File: src/rtl/bus_exch_pkg.sv
// Shared encodings for the bus exchange block: per-channel FSM states and
// direction constants.
package bus_exch_pkg;

  typedef enum logic [1:0] {
    IDLE  = 2'd0,
    TURN  = 2'd1,
    DRIVE = 2'd2
  } chanState_t;

  localparam logic DIR_AB = 1'b0;
  localparam logic DIR_BA = 1'b1;

endpackage

File: src/rtl/bus_exch_chan.sv
// One exchange channel: free-running cross-capture data registers plus an
// IDLE/TURN/DRIVE controller that inserts dead cycles on every turnaround.
module bus_exch_chan
  import bus_exch_pkg::*;
#(
  parameter int WIDTH       = 32,
  parameter int TURN_CYCLES = 2
) (
  input  logic             clk,
  input  logic             rst_n,
  input  logic             chanEn,
  input  logic             dirReq,
  input  logic [WIDTH-1:0] aIn,
  input  logic [WIDTH-1:0] bIn,
  output logic [WIDTH-1:0] aOut,
  output logic [WIDTH-1:0] bOut,
  output logic             aOe,
  output logic             bOe,
  output logic             dirAck,
  output logic             active,
  output logic             busy,
  output chanState_t       stateDbg
);

  localparam int CNT_W = $clog2(TURN_CYCLES + 1);
  localparam logic [CNT_W-1:0] CNT_LOAD = CNT_W'(TURN_CYCLES - 1);

  chanState_t       state, stateNext;
  logic [CNT_W-1:0] cnt, cntNext;
  logic             curDir, curDirNext;
  logic             aOeNext, bOeNext, dirAckNext, activeNext, busyNext;

  // State, counter, registered outputs and data path. Data capture never
  // stops so the first DRIVE cycle already carries valid data.
  always_ff @(posedge clk) begin
    if (!rst_n) begin
      state  <= IDLE;
      cnt    <= '0;
      curDir <= DIR_AB;
      aOe    <= 1'b0;
      bOe    <= 1'b0;
      dirAck <= 1'b0;
      active <= 1'b0;
      busy   <= 1'b0;
      aOut   <= '0;
      bOut   <= '0;
    end else begin
      state  <= stateNext;
      cnt    <= cntNext;
      curDir <= curDirNext;
      aOe    <= aOeNext;
      bOe    <= bOeNext;
      dirAck <= dirAckNext;
      active <= activeNext;
      busy   <= busyNext;
      aOut   <= bIn;
      bOut   <= aIn;
    end
  end

  // Disable wins over a direction change; direction is latched only when
  // the turnaround completes, so late requests during TURN are honoured.
  always_comb begin
    stateNext  = state;
    cntNext    = cnt;
    curDirNext = curDir;
    case (state)
      IDLE: begin
        if (chanEn) begin
          stateNext = TURN;
          cntNext   = CNT_LOAD;
        end
      end
      TURN: begin
        if (!chanEn) begin
          stateNext = IDLE;
        end else if (cnt == '0) begin
          stateNext  = DRIVE;
          curDirNext = dirReq;
        end else begin
          cntNext = cnt - CNT_W'(1);
        end
      end
      DRIVE: begin
        if (!chanEn) begin
          stateNext = IDLE;
        end else if (dirReq != curDir) begin
          stateNext = TURN;
          cntNext   = CNT_LOAD;
        end
      end
      default: stateNext = IDLE;
    endcase
  end

  // dir_ack is meaningful only while active; it is held at DIR_AB otherwise.
  always_comb begin
    activeNext = (stateNext == DRIVE);
    busyNext   = (stateNext == TURN);
    aOeNext    = activeNext && (curDirNext == DIR_BA);
    bOeNext    = activeNext && (curDirNext == DIR_AB);
    dirAckNext = activeNext ? curDirNext : DIR_AB;
  end

  assign stateDbg = state;

endmodule

File: src/rtl/bus_exchange_reg.sv
// Registered multi-channel A<->B exchanger sitting behind the pad ring;
// exposes split in/out/oe per side and one independent channel per slice.
module bus_exchange_reg
  import bus_exch_pkg::*;
#(
  parameter int WIDTH       = 32,
  parameter int CHANNELS    = 2,
  parameter int TURN_CYCLES = 2
) (
  input  logic                      clk,
  input  logic                      rst_n,
  input  logic [CHANNELS-1:0]       chan_en,
  input  logic [CHANNELS-1:0]       dir_req,
  input  logic [CHANNELS*WIDTH-1:0] a_in,
  output logic [CHANNELS*WIDTH-1:0] a_out,
  output logic [CHANNELS-1:0]       a_oe,
  input  logic [CHANNELS*WIDTH-1:0] b_in,
  output logic [CHANNELS*WIDTH-1:0] b_out,
  output logic [CHANNELS-1:0]       b_oe,
  output logic [CHANNELS-1:0]       dir_ack,
  output logic [CHANNELS-1:0]       active,
  output logic [CHANNELS-1:0]       busy,
  output logic [2*CHANNELS-1:0]     dbgState
);

  for (genvar c = 0; c < CHANNELS; c++) begin : gChan
    chanState_t chanState;

    bus_exch_chan #(
      .WIDTH      (WIDTH),
      .TURN_CYCLES(TURN_CYCLES)
    ) uChan (
      .clk     (clk),
      .rst_n   (rst_n),
      .chanEn  (chan_en[c]),
      .dirReq  (dir_req[c]),
      .aIn     (a_in[c*WIDTH +: WIDTH]),
      .bIn     (b_in[c*WIDTH +: WIDTH]),
      .aOut    (a_out[c*WIDTH +: WIDTH]),
      .bOut    (b_out[c*WIDTH +: WIDTH]),
      .aOe     (a_oe[c]),
      .bOe     (b_oe[c]),
      .dirAck  (dir_ack[c]),
      .active  (active[c]),
      .busy    (busy[c]),
      .stateDbg(chanState)
    );

    assign dbgState[2*c +: 2] = chanState;
  end

endmodule

File: config.mk
export PLATFORM = sky130hd
export DESIGN_NAME = bus_exchange_reg
export DESIGN_NICKNAME = d
export VERILOG_FILES = /design/src/rtl/bus_exch_pkg.sv /design/src/rtl/bus_exch_chan.sv /design/src/rtl/bus_exchange_reg.sv
export SDC_FILE = /design/constraint.sdc
export NUM_CORES = 1
export LEC_CHECK = 0
export CORE_AREA = 2 2 107 109
export CTS_BUF_LIST = sky130_fd_sc_hd__clkbuf_4 sky130_fd_sc_hd__clkbuf_8
export DETAILED_ROUTE_END_ITERATION = 8
export DIE_AREA = 0 0 109 111
export GPL_ROUTABILITY_DRIVEN = 0
export GPL_TIMING_DRIVEN = 0
export PLACE_DENSITY = 0.89
export RECOVER_POWER = 50
export SETUP_SLACK_MARGIN = 0.15
export SYNTH_ARGS = -nofsm -noshare
export SYNTH_HDL_FRONTEND = slang
export SYNTH_SLANG_ARGS = --single-unit
File: constraint.sdc
create_clock -name clk -period 3.72 [get_ports clk]
set_clock_uncertainty 0.05 [all_clocks]
set_input_delay 0.744 -clock clk [delete_from_list [all_inputs] [get_ports clk]]
set_output_delay 0.744 -clock clk [all_outputs]
set_load 0.05 [all_outputs]
==> impl_metrics.yaml <==
detailed_routing:
  wl_per_cell_um: 15.3
  antenna_left: 0
  drt-total-wl_um: 12300
  vias: 3442
  drc: 0
  routed_via_density: 4.29
  drt-initial-drc-count: 93
  drt_first_pass_iters: 4
finish:
  diodes: 0
  area_growth_pct: 78.5
  drive_gt1_share_pct: 6.83
  final_common_cell: "clkdlybuf4s50_1"
  final_nets: 782
  final_util_pct: 69.1
  final_cell_mix: "clkdlybuf4s50_1 (266), dfxtp_1 (148), and2_0 (71)"
clock_network:
  cts_resized: 0
  clockRootBuffer: "clkbuf_8"
  holdBufCountCts: 0
  cts_made_buffers: 17
  post_cts_buffers: 0
  clock_latency_ps: 420
  cts.clk_slew.worst_paths_ps: 80
  cts_tree: "built"
  cts_buffer_depth: 2
  htree_levels: 4
  numClockSinks: 148
die:
  fp.dieW_um: 109
  initial_utilization_pct: 38.7
  die_area_um2: 12100
  die_y_um: 111
  row_count: 39
  num_io_pins: 276
  core_area_um2: 11100
yosys:
  syn-num-nets: 489
  ys_seq_area_share_pct: 69.1
  ys_ff_latch: 148
  synth-async-reset-ratio_pct: 0
  ys.flop_type: "dfxtp_1"
  yosys_warnings: 0
  syn_area_um2: 4290
  synth_cell_types: 22
  synth_edf_count: 0
  avgSynthCellArea_um2: 12.1
  syn_inst: 353
global_route:
  antenna_found_initial: 0
  grt_pass1_wl_um: 19000
  grt_pass1_vias: 3760
  grt-ovfl-total: 0
  grt.total_usage_pct: 21.0
  grt_max_degree: 17
worst_setup_path:
  path_buf_inv: 1
  cp.arrival_ps: 1770
  worstSetupEndpointType: "output pin"
  cp_top_family: "buffers and inverters"
  cp_cell_sequence: "clkdlybuf4s50_1"
  critPathLaunchType: "flop"
  path_class: "flop to output pin"
  cp_slowest_cell: "clkdlybuf4s50_1"
  crit_required_ps: 2930
  crit_fanout: 8
  max_stage_delay_ps: 870
sta:
  worst_pin_slew_ps: 649
  slew_viol_final: 0
  layout_setup_ws_ps: 1160
  rsz0062_at_grt: "false"
  fmax_mhz: 390
  timing.final.crit_share_pct: 68.8
  setup_tns_ps: 0
  finalSetupViolCount: 0
  max-slew-margin-rel_pct: 56.8
  fin_crit_ps: 2560
  hold_viol_final: 0
worst_hold_path:
  hold_path.class: "flop to flop"
place:
  dp_hpwl_um: 9700
  place_ws_ps: 1620
  portBuffers: 274
job:
  max_cap_viol_count: 0
status:
  status: "finished, final reports clean"
power:
  power_density_nw_per_um2: 494
  peakVddDrop_mv: 0.303
  p_leak_nw: 3.00
[sequential cells by signal (all words and copies together), names as in the netlist, 4 cells and up]
name	flops
gChan.uChan.aOut	64
gChan.uChan.bOut	64
gChan.uChan.cnt	4
gChan.uChan.stateDbg	4
[through the flow]
step / cell area, um2 / cells / hold WS [ps] / total power, mW
after global placement: 7210 / 770 / 399 / 2.40
after detailed placement: 7210 / 770 / 411 / 2.42
final: 7650 / 802 / 421 / 3.78
after floorplan: 4290 / 353 / 385 / 2.10
after CTS: 7670 / 802 / 422 / 3.82
after global routing: 7650 / 802 / 458 / 3.91
[cell usage after synthesis (3+ instances only)]
cell	n	area, um2
a211oi_1	4	30.0
and2_1	128	801
buf_4	10	75.1
clkbuf_1	13	48.8
dfxtp_1	148	2960
inv_1	6	22.5
mux2i_1	4	40.0
nand2_1	4	15.0
nand4b_1	3	26.3
nor2_1	4	15.0
nor2b_1	6	37.5
nor3_1	4	20.0
[path summary, 6_finish.rpt]
check                             startpoint               endpoint  slack (ps)  cells past startpoint
hold / removal         gChan[0].uChan.cnt[1]  gChan[0].uChan.cnt[1]         420                      2
hold reg to reg        gChan[0].uChan.cnt[1]  gChan[0].uChan.cnt[1]         420                      2
setup reg to reg       gChan[1].uChan.cnt[0]  gChan[1].uChan.cnt[1]        2100                      5
setup / recovery  gChan[1].uChan.stateDbg[1]            dbgState[3]        1160                      1
[metal layers]
metal	part of all wire, %	vias up	GRT usage [%]	wire, um
li1	-	1680	-	-
met1	35	1557	20.4	4290
met2	54	174	37.8	6590
met3	8.3	31	8.05	1020
met4	3.1	0	10.4	380
met5	0	-	0	0
[report_power, final]
group | internal, mW | switching [mW]
sequential | 1.67 | 0.0266
combinational | 0.294 | 0.388
clock | 0.817 | 0.587
[kinds of logic after synthesis]
group / count (synthesis) / share of synthesized area [%]
adder cells (fa/ha/maj): 2 / 0.584
AO/OA/AOI/OAI: 12 / 2.45
AND/OR/NAND/NOR: 154 / 22.8
flip-flops: 148 / 69.1
buffers and inverters: 31 / 3.65
XOR/XNOR: 2 / 0.409
multiplexers: 4 / 0.934
[final cells by class]
cell class	count	area [um2]
clock inverter	10	169
fill	765	3430
tap	143	179
timing repair buffer	274	2740
buffer	25	131
sequential	148	2960
clock buffer	22	297
multi-input combinational	174	1150
inverter	6	22.5
No activity file was read; power rests on OpenSTA's default activity.
